[config.mk]
export PLATFORM = sky130hd
export DESIGN_NAME = ready_valid_enq_source_flat
export DESIGN_NICKNAME = d
export VERILOG_FILES = /design/src/rtl/rv_pkg.sv /design/src/rtl/ready_valid_enq_source_if.sv /design/src/rtl/rv_fifo_mem.sv /design/src/rtl/ready_valid_enq_source.sv /design/src/flat_wrapper.sv
export SDC_FILE = /design/constraint.sdc
export NUM_CORES = 1
export LEC_CHECK = 0
export ABC_AREA = 1
export CAP_MARGIN = 25
export CELL_PAD_IN_SITES_DETAIL_PLACEMENT = 1
export CELL_PAD_IN_SITES_GLOBAL_PLACEMENT = 2
export CORE_ASPECT_RATIO = 0.5
export CORE_MARGIN = 2
export CORE_UTILIZATION = 30
export CTS_CLUSTER_DIAMETER = 100
export DETAILED_ROUTE_END_ITERATION = 16
export GPL_TIMING_DRIVEN = 0
export PLACE_DENSITY = 0.75
export SYNTH_ARGS = -nofsm -noshare
export SYNTH_HDL_FRONTEND = slang
export SYNTH_HIERARCHICAL = 1
export SYNTH_SLANG_ARGS = --single-unit
[constraint.sdc]
create_clock -name CLK -period 2.3 [get_ports CLK]
set_clock_uncertainty 0.1 [all_clocks]
set_input_delay 0.575 -clock CLK [delete_from_list [all_inputs] [get_ports CLK]]
set_output_delay 0.575 -clock CLK [all_outputs]
set_load 0.02 [all_outputs]
[src/rtl/rv_pkg.sv]
//------------------------------------------------------------------------------
// rv_pkg: shared widths and types for the ready/valid enqueue source.
// Revision: 1.0
//------------------------------------------------------------------------------
`default_nettype none

package rv_pkg;

  localparam int DROP_CNT_W = 8;
  localparam logic [DROP_CNT_W-1:0] DROP_CNT_MAX = 8'hFF;

  typedef logic [DROP_CNT_W-1:0] rv_count_t;

  function automatic int ptr_w(input int depth);
    return (depth > 1) ? $clog2(depth) : 1;
  endfunction

  // Occupancy has to represent DEPTH itself, hence depth+1 states.
  function automatic int cnt_w(input int depth);
    return $clog2(depth + 1);
  endfunction

endpackage

`default_nettype wire

[src/rtl/ready_valid_enq_source_if.sv]
//------------------------------------------------------------------------------
// ready_valid_enq_source_if: dequeue-side ready/valid channel bundle.
// Revision: 1.0
//------------------------------------------------------------------------------
`default_nettype none

interface ready_valid_enq_source_if #(
  parameter int WIDTH = 5
);
  logic [WIDTH-1:0] O_data;
  logic             O_valid;
  logic             O_ready;

  modport master (output O_data, output O_valid, input O_ready);
  modport slave  (input O_data, input O_valid, output O_ready);
endinterface

`default_nettype wire

[src/rtl/rv_fifo_mem.sv]
//------------------------------------------------------------------------------
// rv_fifo_mem: DEPTH x WIDTH register array, one write port, registered read.
// Revision: 1.0
//------------------------------------------------------------------------------
`default_nettype none

module rv_fifo_mem
  import rv_pkg::*;
#(
  parameter int WIDTH = 5,
  parameter int DEPTH = 2
) (
  input  wire logic                    clk,
  input  wire logic                    rst_n,
  input  wire logic                    we,
  input  wire logic [ptr_w(DEPTH)-1:0] waddr,
  input  wire logic [WIDTH-1:0]        wdata,
  input  wire logic                    load,
  input  wire logic                    bypass,
  input  wire logic [ptr_w(DEPTH)-1:0] raddr,
  output logic      [WIDTH-1:0]        rdata
);

  logic [WIDTH-1:0] r_mem [DEPTH];

  always_ff @(posedge clk) begin
    if (we) begin
      r_mem[waddr] <= wdata;
    end
  end

  // Bypass covers the word landing in a slot that becomes the head this same edge.
  always_ff @(posedge clk) begin
    if (!rst_n) begin
      rdata <= '0;
    end else if (load) begin
      rdata <= bypass ? wdata : r_mem[raddr];
    end
  end

endmodule

`default_nettype wire

[src/rtl/ready_valid_enq_source.sv]
//------------------------------------------------------------------------------
// ready_valid_enq_source: strobe-driven producer feeding a registered FIFO that
// drives a back-pressured ready/valid channel. Optional macro RV_DROP_CNT_EN
// adds a saturating drop_cnt output counting refused pushes.
// Revision: 1.0
//------------------------------------------------------------------------------
`default_nettype none

module ready_valid_enq_source
  import rv_pkg::*;
#(
  parameter int WIDTH = 5,
  parameter int DEPTH = 2
) (
  input  wire logic             CLK,
  input  wire logic             RESETN,
  input  wire logic             I0,
  input  wire logic [WIDTH-1:0] I1,
  output logic                  full,
`ifdef RV_DROP_CNT_EN
  output rv_count_t             drop_cnt,
`endif
  ready_valid_enq_source_if.master deq
);

  localparam int PTR_W = ptr_w(DEPTH);
  localparam int CNT_W = cnt_w(DEPTH);
  localparam logic [CNT_W-1:0] C_DEPTH = CNT_W'(DEPTH);

  logic [PTR_W-1:0] r_rd_ptr;
  logic [PTR_W-1:0] r_wr_ptr;
  logic [CNT_W-1:0] r_count;
  logic             r_full;
  logic             r_valid;

  logic             w_push;
  logic             w_pop;
  logic [CNT_W-1:0] w_count_next;
  logic [PTR_W-1:0] w_rd_next;
  logic             w_bypass;

  always_comb begin
    w_push       = I0 & ~r_full;
    w_pop        = r_valid & deq.O_ready;
    w_count_next = r_count + CNT_W'(w_push) - CNT_W'(w_pop);
    w_rd_next    = r_rd_ptr + PTR_W'(w_pop);
    // FIFO empty once the pop is taken: the incoming word becomes the head.
    w_bypass     = w_push & (r_count == CNT_W'(w_pop));
  end

  always_ff @(posedge CLK) begin
    if (!RESETN) begin
      r_rd_ptr <= '0;
      r_wr_ptr <= '0;
      r_count  <= '0;
      r_full   <= 1'b0;
      r_valid  <= 1'b0;
    end else begin
      r_rd_ptr <= w_rd_next;
      if (w_push) begin
        r_wr_ptr <= r_wr_ptr + PTR_W'(1);
      end
      r_count <= w_count_next;
      r_full  <= (w_count_next == C_DEPTH);
      r_valid <= (w_count_next != '0);
    end
  end

  rv_fifo_mem #(
    .WIDTH (WIDTH),
    .DEPTH (DEPTH)
  ) u_mem (
    .clk    (CLK),
    .rst_n  (RESETN),
    .we     (w_push),
    .waddr  (r_wr_ptr),
    .wdata  (I1),
    .load   (w_count_next != '0),
    .bypass (w_bypass),
    .raddr  (w_rd_next),
    .rdata  (deq.O_data)
  );

`ifdef RV_DROP_CNT_EN
  rv_count_t r_drop_cnt;

  always_ff @(posedge CLK) begin
    if (!RESETN) begin
      r_drop_cnt <= '0;
    end else if (I0 && r_full && (r_drop_cnt != DROP_CNT_MAX)) begin
      r_drop_cnt <= r_drop_cnt + rv_count_t'(1);
    end
  end

  assign drop_cnt = r_drop_cnt;
`endif

  assign full        = r_full;
  assign deq.O_valid = r_valid;

endmodule

`default_nettype wire

[src/flat_wrapper.sv]
// flat-port wrapper written by rule: the top's interface ports become plain ports
module ready_valid_enq_source_flat import rv_pkg::*;
#(
  parameter int WIDTH = 5,
  parameter int DEPTH = 2
)
  (CLK, RESETN, I0, I1, full, deq_O_data, deq_O_valid, deq_O_ready);
  ready_valid_enq_source_if #(.WIDTH(WIDTH)) deq_i ();
  input  wire logic CLK;
  input  wire logic RESETN;
  input  wire logic I0;
  input  wire logic [WIDTH-1:0] I1;
  output logic full;
  output wire logic [$bits(deq_i.O_data)-1:0] deq_O_data;
  output wire logic [$bits(deq_i.O_valid)-1:0] deq_O_valid;
  input wire logic [$bits(deq_i.O_ready)-1:0] deq_O_ready;
  assign deq_O_data = deq_i.O_data;
  assign deq_O_valid = deq_i.O_valid;
  assign deq_i.O_ready = deq_O_ready;
  ready_valid_enq_source #(.WIDTH(WIDTH), .DEPTH(DEPTH)) u_core (.CLK(CLK), .RESETN(RESETN), .I0(I0), .I1(I1), .full(full), .deq(deq_i));
endmodule
==> summary.md <==
| Metric | Value |
|---|---|
| Pre-CTS setup slack | `-471 ps` |
| Sequential fraction of the synthesis area | `58.2%` |
| RSZ-0062 raised after global routing | `yes` |
| Clock buffer count from CTS | `3` |
| Fraction of registers with async set/reset | `0%` |
| Crit path kind | `input port to register` |
| Post-synthesis cell type count | `16` |
| Syn. warnings | `6` |
| Yosys reg bits | `21` |
| Worst-Skew Late Latency | `260 ps` |
| I/O pins | `16` |
| First-pass GRT wire length | `3.35 mm` |
| Hold Crit Endpoint | `u_core/r_rd_ptr$_SDFF_PN0_` |
| RR Endpoint | `u_core/u_mem/rdata[2]$_SDFFE_PN0P_` |
| Synth Cell Area | `895 um2` |
| Rel. slew slack | `56.6%` |
| Period minus WS final | `2240 ps` |
| Final Max Tran Viols | `0` |
| DIE AREA | `3460 um2` |
| Synth top area cells | `edfxtp_1 (34%), dfxtp_1 (25%), inv_1 (10%), nand2_1 (8.0%), a21oi_1 (5.6%)` |
| Area grow syn2layout | `37.1%` |
| H-tree depth | `1` |
| DRC errors left | `0` |
| Die H | `42.6 um` |
| Outcome | `completed` |
| Largest net degree at the start of global routing | `12` |
| R2R depth | `14` |
| Drt initial violations | `19` |
| Reg-to-Reg Start | `u_core/full$_SDFF_PN0_` |
| Final hold vios | `0` |
| CP Capture Type | `register` |
| Share of post-route cells with drive strength above 1 | `22.0%` |
| Setup slack, reg-to-reg | `460 ps` |
| Cells after Synth | `101` |
| Std cell rows | `13` |
| Clock tree buffer depth | `2` |
| DP Cell Count | `153` |
| Hold Path Depth | `2` |
| Setup tns final | `0 ps` |
| Cell Pwr Density | `1350 nW/um2` |
| Wire length per cell | `12.4 um` |
| HP Class | `register to register` |
| Hold slack | `434 ps` |
| First drt pass iteration count | `2` |
| Number of global-route vias before repair | `722` |
| GRT Overall Usage | `13.3%` |
| Post-Layout Cell Count | `160` |
| MaxCap Viol Count | `0` |
| CTS tree | `built` |
| Crit path from | `deq_O_ready` |
| Worst-path fanout max | `6` |
| Ys flop type | `dfxtp_1` |
| Tot Pwr | `1660 uW` |
| CTS clock-pin slew for the worst setup and hold paths | `70 ps` |
| Worst Tran Pin Value | `647 ps` |
| RD Place Congestion | `0.690` |
| Leak | `0.000569 uW` |
| Routed vias/inst | `4.41` |
| Tcrit/Tclk final | `97.4%` |
| Initial core utilization | `32.9%` |
| Top-area cell type share of the netlist area | `33.6%` |
| Hold buffers post-CTS | `0` |
| Fin nets | `135` |
| Detail Route Antenna Nets | `0` |
| Syn_area_per_cell | `8.86 um2` |
| Max Freq | `447 MHz` |
| Post-Syn Nets | `112` |
| Most frequent cells in the layout | `inv_1 (24), clkdlybuf4s50_1 (14), nand2_1 (14), dfxtp_1 (11), edfxtp_1 (10)` |
| WP data required | `2350 ps` |
| Final setup fails | `0` |
| Final WS setup | `60.8 ps` |
| Max VDD drop | `0.000588 V` |
| Die X-Extent | `81.2 um` |
| Worst EP arrival | `2290 ps` |
| Commonest non-fill, non-tap cell in the layout | `inv_1` |
| Root buf cell | `clkbuf_8` |
| ANT cells | `0` |
| Routed wire length | `1.99 mm` |
| GR Overflow Total | `0` |
| Crit path launch type | `input port` |
| Via count | `706` |
| Initial antenna violation count | `0` |
| Largest area contributor in the netlist | `edfxtp_1` |
| Hold_sp | `u_core/r_rd_ptr$_SDFF_PN0_` |
| Placeable Area | `2720 um2` |
| DP HPWL | `1.44 mm` |
| I/O Buffers | `15` |
| EDFF count, synth | `10` |
| CTS sink count | `21` |
-- what timing repair did --
action	4_1_cts	5_1_grt
pin swaps	6	4
resized for setup	10	11
buffers inserted	1	2
setup endpoints to repair	5	5
-- where the power goes --
| group | switching, uW | total, uW | internal, uW |
|---|---|---|---|
| Sequential | 49.7 | 552 | 502 |
| Combinational | 532 | 868 | 335 |
| Clock | 113 | 236 | 123 |
-- critical path, cell delays in order --
cell and delay [ps]:
clkdlybuf4s50_1 470, nand2_2 60, inv_1 50, ha_1 220, inv_1 60, ha_2 170
inv_1 50, nand2_2 60, nand2_1 70, nand2_2 70, nand2_2 70, nand2_4 110
inv_6 60, a21oi_4 120, a21oi_2 70
-- synth_stat cells, types with 2 or more instances --
master    count
inv_1        25
nand2_1      19
dfxtp_1      11
a21oi_1      10
edfxtp_1     10
nand3_1       6
o21ai_0       5
nor2_1        3
ha_1          2
inv_2         2
nand2_2       2
xor2_1        2
-- flip-flops by register name, summed over array words and instances (netlist names) --
name                count
u_core/deq.O_valid      1
u_core/full             1
u_core/r_count          2
u_core/r_rd_ptr         1
u_core/r_wr_ptr         1
u_core/u_mem/r_mem     10
u_core/u_mem/rdata      5
-- logic make-up after synthesis --
logic type | Yosys count | share of synthesized area, %
flip-flops | 21 | 58.2
XOR/XNOR | 3 | 2.94
buffers and inverters | 27 | 11.3
AND/OR/NAND/NOR | 33 | 16.4
AO/OA/AOI/OAI | 15 | 8.39
adder cells (fa/ha/maj) | 2 | 2.80
-- cell type report --
| cell class | count | area (um2) |
|---|---|---|
| fillers | 321 | 1490 |
| flip-flops and latches | 21 | 520 |
| multi-input cells | 53 | 333 |
| repair buffers | 18 | 175 |
| inverters | 27 | 106 |
| well taps | 37 | 46.3 |
| clock buffers | 4 | 45.0 |
-- metal layers --
metal | track usage, % | vias to the layer above | wire length [um]
li1 | - | 356 | -
met2 | 23.0 | 10 | 956
met5 | 0 | - | 0
met3 | 4.53 | 2 | 63
met1 | 15.7 | 338 | 953
met4 | 4.07 | 0 | 12
-- metrics by stage --
stage | util, % | area, um2
after CTS | 43.2 | 1170
after global routing | 45.1 | 1230
final | 45.1 | 1230
after global placement | 40.2 | 1090
after detailed placement | 40.2 | 1090
after floorplan | - | 895
-- worst max path at each step --
stage,end,slack (ps),cells after the start
2_1_floorplan,u_core/u_mem/rdata[2]$_SDFFE_PN0P_,250,13
4_1_cts,u_core/u_mem/rdata[2]$_SDFFE_PN0P_,20,15
3_5_place_dp,u_core/u_mem/rdata[3]$_SDFFE_PN0P_,-470,13
6_report,u_core/u_mem/rdata[2]$_SDFFE_PN0P_,60,15
5_1_grt,u_core/u_mem/rdata[0]$_SDFFE_PN0P_,-20,15
3_3_place_gp,u_core/u_mem/rdata[4]$_SDFFE_PN0P_,-460,13
Note: power is estimated with default switching activity, not from simulation.
